$ cat config.mk
export PLATFORM = sky130hd
export DESIGN_NAME = mlp_layer_sequencer_flat
export DESIGN_NICKNAME = d
export VERILOG_FILES = /design/src/rtl/mlp_seq_pkg.sv /design/src/rtl/mlp_layer_sequencer_if.sv /design/src/rtl/mlp_argmax_scan.sv /design/src/rtl/mlp_layer_sequencer.sv /design/src/flat_wrapper.sv
export SDC_FILE = /design/constraint.sdc
export NUM_CORES = 1
export LEC_CHECK = 0
export ABC_AREA = 0
export ABC_CLOCK_PERIOD_IN_PS = 3900
export BUFFER_PORTS_ARGS = -buffer_cell sky130_fd_sc_hd__buf_2
export CAP_MARGIN = 20
export CELL_PAD_IN_SITES_DETAIL_PLACEMENT = 1
export CELL_PAD_IN_SITES_GLOBAL_PLACEMENT = 1
export CORE_MARGIN = 2
export CORE_UTILIZATION = 41
export DETAILED_ROUTE_END_ITERATION = 16
export PLACE_DENSITY = 0.91
export RECOVER_POWER = 25
export SLEW_MARGIN = 20
export SYNTH_ARGS = -nofsm -noshare
export SYNTH_HDL_FRONTEND = slang
export SYNTH_SLANG_ARGS = --single-unit
$ cat constraint.sdc
create_clock -name clk -period 3.9 [get_ports clk]
set_input_delay 0.195 -clock clk [delete_from_list [all_inputs] [get_ports clk]]
set_output_delay 0.195 -clock clk [all_outputs]
set_load 0.1 [all_outputs]
$ cat src/rtl/mlp_seq_pkg.sv
// Shared types and helpers for the MLP layer sequencer and its argmax scanner.
// Latency: n/a (declarations only).
// Backpressure: n/a.
package mlp_seq_pkg;

  // Sequencer phases; 3-bit encoding leaves room for later states.
  typedef enum logic [2:0] {
    IDLE   = 3'd0,
    RUN    = 3'd1,
    GAP    = 3'd2,
    SCAN   = 3'd3,
    FINISH = 3'd4
  } seq_state_t;

  // Width of the layer index, sized for the 8-layer maximum.
  localparam int LAYER_IDX_W = 3;

  // Address width that never collapses to zero bits for tiny depths.
  function automatic int clog2_min1(input int n);
    return (n <= 2) ? 1 : $clog2(n);
  endfunction

endpackage

$ cat src/rtl/mlp_layer_sequencer_if.sv
// Bundle of control, layer handshake, result-BRAM and report signals of the sequencer.
// Latency: n/a (wiring only).
// Backpressure: none; layers answer with level done, BRAM has fixed 1-cycle read latency.
interface mlp_layer_sequencer_if #(
  parameter int NUM_LAYERS = 3,
  parameter int DATA_WIDTH = 16,
  parameter int OUT_DEPTH  = 10,
  parameter int CNT_W      = 32
);
  import mlp_seq_pkg::*;

  localparam int IDX_W = clog2_min1(OUT_DEPTH);

  logic                        start;
  logic                        busy;
  logic                        done;
  logic                        error;
  logic [LAYER_IDX_W-1:0]      err_layer;
  logic [NUM_LAYERS-1:0]       layer_start;
  logic [NUM_LAYERS-1:0]       layer_done;
  logic [IDX_W-1:0]            res_rdaddr;
  logic [DATA_WIDTH-1:0]       res_q;
  logic [IDX_W-1:0]            class_idx;
  logic [DATA_WIDTH-1:0]       class_score;
  logic                        class_valid;
  logic [CNT_W-1:0]            total_cycles;
  logic [NUM_LAYERS*CNT_W-1:0] perf_cycles;

  // Sequencer side.
  modport master (
    input  start, layer_done, res_q,
    output busy, done, error, err_layer, layer_start, res_rdaddr,
           class_idx, class_score, class_valid, total_cycles, perf_cycles
  );

  // Environment side: top-level control, layer instances and the result BRAM.
  modport slave (
    output start, layer_done, res_q,
    input  busy, done, error, err_layer, layer_start, res_rdaddr,
           class_idx, class_score, class_valid, total_cycles, perf_cycles
  );

endinterface

$ cat src/rtl/mlp_argmax_scan.sv
// Walks the final-output BRAM once and keeps the signed maximum and its lowest index.
// Latency: go -> scan_done is OUT_DEPTH cycles (one address per cycle plus 1-cycle read).
// Backpressure: none; the scan runs to completion once go is pulsed.
module mlp_argmax_scan
  import mlp_seq_pkg::*;
#(
  parameter  int DATA_WIDTH = 16,
  parameter  int OUT_DEPTH  = 10,
  localparam int IDX_W      = clog2_min1(OUT_DEPTH)
) (
  input  logic                  clk,
  input  logic                  rst,
  input  logic                  go,
  output logic [IDX_W-1:0]      res_rdaddr,
  input  logic [DATA_WIDTH-1:0] res_q,
  output logic [IDX_W-1:0]      idx,
  output logic [DATA_WIDTH-1:0] score,
  output logic                  scan_done
);

  localparam logic [IDX_W-1:0] LAST_ADDR = IDX_W'(OUT_DEPTH - 1);

  logic             addr_run;
  logic             cap_vld;
  logic             cap_first;
  logic             cap_last;
  logic [IDX_W-1:0] cap_idx;
  logic             issue;

  // Address 0 is already on the bus when go arrives, so go itself issues it.
  assign issue = go | addr_run;

  // Address generator; tags each read so the compare stage knows first/last word.
  always_ff @(posedge clk) begin
    if (rst) begin
      res_rdaddr <= '0;
      addr_run   <= 1'b0;
      cap_vld    <= 1'b0;
      cap_first  <= 1'b0;
      cap_last   <= 1'b0;
      cap_idx    <= '0;
    end else begin
      cap_vld   <= issue;
      cap_first <= go;
      cap_idx   <= res_rdaddr;
      cap_last  <= (res_rdaddr == LAST_ADDR);
      if (issue) begin
        if (res_rdaddr == LAST_ADDR) begin
          res_rdaddr <= '0;
          addr_run   <= 1'b0;
        end else begin
          res_rdaddr <= res_rdaddr + IDX_W'(1);
          addr_run   <= 1'b1;
        end
      end
    end
  end

  // Compare/hold: first word seeds, later words win only when strictly greater.
  always_ff @(posedge clk) begin
    if (rst) begin
      idx   <= '0;
      score <= '0;
    end else if (cap_vld && (cap_first || ($signed(res_q) > $signed(score)))) begin
      idx   <= cap_idx;
      score <= res_q;
    end
  end

  // Combinational so the sequencer leaves SCAN on the same edge the last word lands.
  assign scan_done = cap_vld & cap_last;

endmodule

$ cat src/rtl/mlp_layer_sequencer.sv
// Runs NUM_LAYERS layers back to back with a 1-cycle gap, then scans results for argmax; optional per-layer perf counters under MLP_SEQ_PERF_EN.
// Latency: done pulses OUT_DEPTH+2 cycles after the last layer_done; per-layer watchdog of TIMEOUT_CYCLES.
// Backpressure: start is ignored while busy; layers hold off progress by keeping layer_done low.
module mlp_layer_sequencer
  import mlp_seq_pkg::*;
#(
  parameter int NUM_LAYERS     = 3,
  parameter int DATA_WIDTH     = 16,
  parameter int OUT_DEPTH      = 10,
  parameter int TIMEOUT_CYCLES = 4194304,
  parameter int CNT_W          = 32
) (
  input logic                   clk,
  input logic                   rst,
  mlp_layer_sequencer_if.master bus
);

  localparam logic [NUM_LAYERS-1:0]  START_ONE  = NUM_LAYERS'(1);
  localparam logic [LAYER_IDX_W-1:0] LAST_LAYER = LAYER_IDX_W'(NUM_LAYERS - 1);
  localparam logic [CNT_W-1:0]       CNT_ONE    = CNT_W'(1);
  localparam logic [CNT_W-1:0]       TO_LAST    =
      CNT_W'((TIMEOUT_CYCLES > 0) ? TIMEOUT_CYCLES - 1 : 0);
  localparam bit                     TO_EN      = (TIMEOUT_CYCLES != 0);

  seq_state_t             state;
  logic [LAYER_IDX_W-1:0] idx;
  logic [CNT_W-1:0]       lcnt;
  logic                   busy_q;
  logic                   done_q;
  logic                   error_q;
  logic [LAYER_IDX_W-1:0] err_layer_q;
  logic [NUM_LAYERS-1:0]  layer_start_q;
  logic                   class_valid_q;
  logic [CNT_W-1:0]       total_q;
  logic                   scan_go;
  logic                   scan_done;
  logic                   act_done;

  // Only the done of the layer currently being started counts; others are noise.
  assign act_done = |(bus.layer_done & layer_start_q);

  // Sequencer FSM with all control outputs registered.
  always_ff @(posedge clk) begin
    if (rst) begin
      state         <= IDLE;
      idx           <= '0;
      lcnt          <= '0;
      busy_q        <= 1'b0;
      done_q        <= 1'b0;
      error_q       <= 1'b0;
      err_layer_q   <= '0;
      layer_start_q <= '0;
      class_valid_q <= 1'b0;
      total_q       <= '0;
      scan_go       <= 1'b0;
    end else begin
      done_q  <= 1'b0;
      scan_go <= 1'b0;
      if (busy_q && (total_q != '1)) begin
        total_q <= total_q + CNT_ONE;
      end
      case (state)
        IDLE: begin
          if (bus.start) begin
            error_q       <= 1'b0;
            err_layer_q   <= '0;
            class_valid_q <= 1'b0;
            total_q       <= '0;
            idx           <= '0;
            lcnt          <= '0;
            layer_start_q <= START_ONE;
            busy_q        <= 1'b1;
            state         <= RUN;
          end
        end
        RUN: begin
          if (act_done) begin
            layer_start_q <= '0;
            lcnt          <= '0;
            if (idx == LAST_LAYER) begin
              scan_go <= 1'b1;
              state   <= SCAN;
            end else begin
              state <= GAP;
            end
          end else if (TO_EN && (lcnt == TO_LAST)) begin
            layer_start_q <= '0;
            error_q       <= 1'b1;
            err_layer_q   <= idx;
            done_q        <= 1'b1;
            busy_q        <= 1'b0;
            state         <= IDLE;
          end else begin
            lcnt <= lcnt + CNT_ONE;
          end
        end
        GAP: begin
          idx           <= idx + LAYER_IDX_W'(1);
          layer_start_q <= START_ONE << (idx + LAYER_IDX_W'(1));
          state         <= RUN;
        end
        SCAN: begin
          if (scan_done) begin
            class_valid_q <= 1'b1;
            done_q        <= 1'b1;
            state         <= FINISH;
          end
        end
        FINISH: begin
          busy_q <= 1'b0;
          state  <= IDLE;
        end
        default: begin
          layer_start_q <= '0;
          busy_q        <= 1'b0;
          state         <= IDLE;
        end
      endcase
    end
  end

  mlp_argmax_scan #(
    .DATA_WIDTH (DATA_WIDTH),
    .OUT_DEPTH  (OUT_DEPTH)
  ) u_scan (
    .clk        (clk),
    .rst        (rst),
    .go         (scan_go),
    .res_rdaddr (bus.res_rdaddr),
    .res_q      (bus.res_q),
    .idx        (bus.class_idx),
    .score      (bus.class_score),
    .scan_done  (scan_done)
  );

  assign bus.busy         = busy_q;
  assign bus.done         = done_q;
  assign bus.error        = error_q;
  assign bus.err_layer    = err_layer_q;
  assign bus.layer_start  = layer_start_q;
  assign bus.class_valid  = class_valid_q;
  assign bus.total_cycles = total_q;

`ifdef MLP_SEQ_PERF_EN
  logic [CNT_W-1:0]            perf_q [NUM_LAYERS];
  logic [NUM_LAYERS*CNT_W-1:0] perf_flat;

  // Per-layer RUN-cycle counters; the one-hot start vector picks the live layer.
  always_ff @(posedge clk) begin
    if (rst) begin
      for (int i = 0; i < NUM_LAYERS; i++) perf_q[i] <= '0;
    end else if ((state == IDLE) && bus.start) begin
      for (int i = 0; i < NUM_LAYERS; i++) perf_q[i] <= '0;
    end else if (state == RUN) begin
      for (int i = 0; i < NUM_LAYERS; i++) begin
        if (layer_start_q[i] && (perf_q[i] != '1)) perf_q[i] <= perf_q[i] + CNT_ONE;
      end
    end
  end

  // Flatten counters with layer 0 in the LSBs.
  always_comb begin
    perf_flat = '0;
    for (int i = 0; i < NUM_LAYERS; i++) perf_flat[i*CNT_W +: CNT_W] = perf_q[i];
  end

  assign bus.perf_cycles = perf_flat;
`else
  assign bus.perf_cycles = '0;
`endif

endmodule

$ cat src/flat_wrapper.sv
// flat-port wrapper written by rule: the top's interface ports become plain ports
module mlp_layer_sequencer_flat import mlp_seq_pkg::*;
#(
  parameter int NUM_LAYERS     = 3,
  parameter int DATA_WIDTH     = 16,
  parameter int OUT_DEPTH      = 10,
  parameter int TIMEOUT_CYCLES = 4194304,
  parameter int CNT_W          = 32
)
  (clk, rst, bus_start, bus_layer_done, bus_res_q, bus_busy, bus_done, bus_error, bus_err_layer, bus_layer_start, bus_res_rdaddr, bus_class_idx, bus_class_score, bus_class_valid, bus_total_cycles, bus_perf_cycles);
  mlp_layer_sequencer_if #(.NUM_LAYERS(NUM_LAYERS), .DATA_WIDTH(DATA_WIDTH), .OUT_DEPTH(OUT_DEPTH), .CNT_W(CNT_W)) bus_i ();
  input logic clk;
  input logic rst;
  input wire logic [$bits(bus_i.start)-1:0] bus_start;
  input wire logic [$bits(bus_i.layer_done)-1:0] bus_layer_done;
  input wire logic [$bits(bus_i.res_q)-1:0] bus_res_q;
  output wire logic [$bits(bus_i.busy)-1:0] bus_busy;
  output wire logic [$bits(bus_i.done)-1:0] bus_done;
  output wire logic [$bits(bus_i.error)-1:0] bus_error;
  output wire logic [$bits(bus_i.err_layer)-1:0] bus_err_layer;
  output wire logic [$bits(bus_i.layer_start)-1:0] bus_layer_start;
  output wire logic [$bits(bus_i.res_rdaddr)-1:0] bus_res_rdaddr;
  output wire logic [$bits(bus_i.class_idx)-1:0] bus_class_idx;
  output wire logic [$bits(bus_i.class_score)-1:0] bus_class_score;
  output wire logic [$bits(bus_i.class_valid)-1:0] bus_class_valid;
  output wire logic [$bits(bus_i.total_cycles)-1:0] bus_total_cycles;
  output wire logic [$bits(bus_i.perf_cycles)-1:0] bus_perf_cycles;
  assign bus_i.start = bus_start;
  assign bus_i.layer_done = bus_layer_done;
  assign bus_i.res_q = bus_res_q;
  assign bus_busy = bus_i.busy;
  assign bus_done = bus_i.done;
  assign bus_error = bus_i.error;
  assign bus_err_layer = bus_i.err_layer;
  assign bus_layer_start = bus_i.layer_start;
  assign bus_res_rdaddr = bus_i.res_rdaddr;
  assign bus_class_idx = bus_i.class_idx;
  assign bus_class_score = bus_i.class_score;
  assign bus_class_valid = bus_i.class_valid;
  assign bus_total_cycles = bus_i.total_cycles;
  assign bus_perf_cycles = bus_i.perf_cycles;
  mlp_layer_sequencer #(.NUM_LAYERS(NUM_LAYERS), .DATA_WIDTH(DATA_WIDTH), .OUT_DEPTH(OUT_DEPTH), .TIMEOUT_CYCLES(TIMEOUT_CYCLES), .CNT_W(CNT_W)) u_core (.clk(clk), .rst(rst), .bus(bus_i));
endmodule
Word level (Yosys, flattened, before mapping)

Index checks and enable logic that the tools add are counted.
Widths: inputs -> output; s select.

Flip-flop bits (word level): 113
Bits in latches: 0
Memory bits (writable): 0
Bits in read-only memories: 0
Output and inout port bits: 162
Word-level logic and storage cells: 101
Memories: 0

$add $sub $neg: 4
Multiply operators: 0
Divide/modulo/power cells: 0
Magnitude comparators: 1
Equal/unequal tests: 14
Shifts and indexed selects: 1
Multiplexer cells: 37
Bitwise gates (word level): 7
Reduce and logical (&&, ||, !) cells: 18

Operators with widths:

| cell                  | count |
|---|---|
| $mux 32               | 6 |
| $add 32x1->32 const B | 2 |
| $pmux 32 s2           | 1 |
| $eq 32x22->1 const B  | 1 |
| $ne 32x32->1 const B  | 1 |
| $mux 3                | 8 |
| $pmux 3 s4            | 2 |
| $gt 16x16->1          | 1 |
| $mux 1                | 13 |
| $pmux 3 s2            | 2 |
| $reduce_and 3->1      | 4 |
| $eq 3x2->1 const B    | 3 |
| $reduce_and 4->1      | 2 |
| $pmux 1 s2            | 3 |
| $reduce_bool 2->1     | 3 |
| $reduce_or 3->1       | 2 |
| $add 4x1->4 const B   | 1 |
| $eq 4x4->1 const B    | 1 |
| $mux 4                | 1 |
| $ne 2x1->1 const B    | 2 |
| $ne 2x2->1 const B    | 2 |
| $not 1->1             | 4 |
| $reduce_or 2->1       | 2 |
| $add 3x1->3 const B   | 1 |
| other kinds (13)      | 14 |

Longest topological paths before layout

Depth in word-level cells: 5
Mapped depth: 10
Gate-level depth less buffers: 9

By module

A second synthesis with hierarchy kept.

Cells, all modules: 764
Area total of the unflattened synthesis: 6595.1 µm²

Modules (own cells, without submodules):

| module              | times used | cells an instance | area an instance (µm²) | sequential area each (µm²) |
|---|---|---|---|---|
| mlp_layer_sequencer | 1          | 578               | 4890.9                 | 1621.6 |
| mlp_argmax_scan     | 1          | 186               | 1704.1                 | 640.6 |

Worst setup path after synthesis

OpenSTA, ideal clock, no wires.

Path type: reg2reg
Start: register u_core.u_scan.score[14]
End: register u_core.u_scan.score[10]
Library setup time: 0.085 ns
Arrival: 3.061 ns
Required time: 3.815 ns
Setup slack: 0.753 ns
Stages on the path, launching flop included: 11
Period minus slack after synthesis: 3.147 ns
Path through: dfxtp_1 > inv_1 > ha_1 > and3_4 > nand3_2 > nor4_2 > a221o_2 > a2111oi_4 > clkbuf_2 > or4_1 > o31ai_2

Cells in the longest elaborated chain, start to end: 3

RTL lines:

| item                   | line                  | source |
|---|---|---|
| start, declared        | mlp_argmax_scan.sv:17 | `output logic [DATA_WIDTH-1:0] score,` |
| start signal, assigned | mlp_argmax_scan.sv:66 | `score <= res_q;` |
| $gt 16x16->1           | mlp_argmax_scan.sv:64 | `end else if (cap_vld && (cap_first \|\| ($signed(res_q) > $signed(score)))) begin` |
| $logic_or 1x1->1       | mlp_argmax_scan.sv:64 |  |
| $logic_and 1x1->1      | mlp_argmax_scan.sv:64 |  |

Every way passes these cells.
A chain may end at the register's enable or synchronous reset.

Worst setup path after layout

Start: register u_core.u_scan.score[14]
End: register u_core.u_scan.score[3]

Same word-level chain as after synthesis.

==> qor.txt <==
Most frequent cells in the layout -> dfxtp_1, conb_1, nor2_1
Residual DRC -> 0
Prevailing post-synth register cell -> dfxtp_1
Cts bufs inserted -> 17
Post-synth EDFFs -> 0
DR vias/cell -> 5.121
Final hold vios -> 0
CTS Sinks -> 113
Fin crit period -> 2.818 ns
Routability congestion estimate -> 0.7784
Antenna viol nets, final -> 0
Hpwl dp -> 11.34 mm
CP Launch Point -> u_core.u_scan.score[14]
Critical Path AT -> 3.13 ns
Hold Startpoint -> bus_res_q[9]
Initial antenna violation count -> 0
Setup bufs post-CTS -> 0
F_max -> 0.3549 GHz
Initial Util -> 41.83%
Core Region -> 0.01520 sq mm
Critical path class -> reg2reg
Final wirelength -> 15.97 mm
CP required -> 4.22 ns
First-pass GRT wire length -> 25.91 mm
Sequential fraction of the synthesis area -> 35.58%
Pin count of the biggest net entering global routing -> 51
Input/output buffers -> 87
Startpoint types -> flip-flop
Die Wd -> 128.5 microns
P_leak -> 2.820 nW
NumNets Final -> 876
Synth warnings -> 0
Die ar. -> 0.01652 sq mm
Setup TNS -> 0 ns
Slew of the pin with the lowest slew margin -> 2.076 ns
Cells after synthesis -> 747
First-pass DRT Iterations -> 4
Clk buf depth -> 2
Clk root buf -> clkbuf_16
Io pins -> 184
Share of the core filled with cells -> 47.02%
Total grt overflow -> 0
Worst min-delay path category -> in2reg
Pwr/cell area -> 468.0 mW/mm^2
Design Power -> 3.345 mW
Final hold slack -> 0.1481 ns
Final setup viols -> 0
Number of cell rows -> 45
Reg clk slew, reported paths -> 0.06 ns
Cells after DPL -> 1000
Htree depth -> 4
Failing checks -> max-capacitance violations, max-slew violations
Initial DRC Count -> 193
N_diodes -> 0
Slew HR -> -38.41%
Leading cell type in the layout, fill and taps excluded -> dfxtp_1
CP max FO -> 17
Library cells used by synthesis -> 63
Clock skew -> 0.009970 ns
Vias in the first global route -> 5348
Flops & latches, synth -> 113
Max Cap Viol -> 1
Status -> finished, violations left
CTS tree -> yes
Slew Limit Fails -> 51
Avg WL per Cell -> 15.49 microns
FF-to-FF Start -> u_core.u_scan.score[14]
Synthesized area per cell -> 8.512 sq um
DR vias -> 5280
Filler instances -> 1889
Post-CTS resize count -> 0
RSZ-0062 raised after global routing -> no
Worst setup EP type -> flip-flop
Async SR Flop Fraction -> 0%
Finished Layout Cells -> 1031
Layout area overhead -> 12.42%
Total global routing track utilization -> 19.62%
Worst-Skew Late Latency -> 0.42 ns
Layout cells sized above 1 -> 14.47%
Final worst path period share -> 72.25%
Netlist Area Pre-Place -> 0.006359 sq mm
Die Ht -> 128.5 microns
Peak VDD IR -> 0.0003052 V
CTS Hold Buffers Added -> 0
[stage by stage]
stage               setup WS (ns)  cell area (sq um)
floorplan                  0.7532               6715
global placement            1.278               6590
detailed placement          1.106               6590
CTS                         1.095               7191
global route               0.8268               7148
finish                      1.082               7148
[cells by family (layout without fill, tap and decap cells)]
group | after synthesis | in the layout | share of synthesized area (%)
fa+ha+maj | 23 | 23 | 4.526
simple gates | 307 | 307 | 26.29
compound gates | 92 | 92 | 10.57
buf+inv | 154 | 155 | 15.05
other cells | 1 | 96 | 0.05898
mux | 4 | 4 | 0.6297
flops | 113 | 113 | 35.58
xor+xnor | 53 | 53 | 7.300
[flip-flops by register name (all words and copies together), names as in the netlist, 3 cells and up]
name                      count
u_core.bus.total_cycles      32
u_core.lcnt                  32
u_core.u_scan.score          16
u_core.u_scan.cap_idx         4
u_core.u_scan.idx             4
u_core.u_scan.res_rdaddr      4
u_core.bus.err_layer          3
u_core.bus.layer_start        3
u_core.idx                    3
u_core.state                  3
[power by group]
part,switching (mW),internal (mW)
Combinational,0.516,0.0490
Clock,0.550,1.06
Sequential,0.00945,1.16
[final cells by class]
class	instances	area (sq um)	share of cell area, %
clock buffers	20	436.7	6.109
clock inverters	11	163.9	2.293
inverters	31	116.4	1.628
multi-input cells	575	3496	48.91
flip-flops and latches	113	2262	31.65
well taps	188	235.2	3.291
repair buffers	93	437.9	6.126
[path summary, 6_finish.rpt]
kind	end	slack [ns]	cells past startpoint
worst max-delay path	u_core.u_scan.score[3]	1.08	10
worst min-delay path	u_core.u_scan.score[9]	0.15	4
worst max register to register	u_core.u_scan.score[3]	1.08	10
worst min register to register	u_core.u_scan.idx[2]	0.46	2
[cells in the mapped netlist (4+ instances only)]
library cell  number  area share [%]
or4_1             13             1.5
and4_1             9             1.2
nor2b_1            9            0.89
dfxtp_1          113              36
buf_4             97              11
and3_1            15             1.5
nand2b_1          27             2.7
ha_1              23             4.5
nor2_1            86             5.1
and2_1             5            0.49
xor2_1            35             4.8
a21oi_1           28             2.2
inv_1             31             1.8
o21ai_0           17             1.3
nand4_1           19             1.9
a22o_1             5            0.69
xnor2_1           18             2.5
nand3_1           31             2.4
or3_1              7            0.69
mux2i_1            4            0.63
clkbuf_1          17             1.0
o31ai_2           10             2.0
nand2_1           47             2.8
nor4_1             5            0.49
nor3_1            13             1.0
o31ai_1            6            0.71
[per-layer routing]
metal / part of all wire [%] / GRT usage (%) / wire (microns)
met5: 0 / 0 / 0
met1: 42 / 22.63 / 6721
met3: 4.3 / 4.657 / 684
met4: 2.8 / 8.632 / 448
met2: 51 / 34.67 / 8119
[worst max-delay path, cell delays in order (launching register included)]
cell and delay, ns:
dfxtp_1 0.34, inv_1 0.08, ha_1 0.32, and3_4 0.23, nand3_2 0.09, nor4_2 0.40, a221o_2 0.25, a2111oi_4 0.05
buf_4 0.21, or4_2 0.66, o31ai_1 0.09
(Power assumes the default switching activity.)
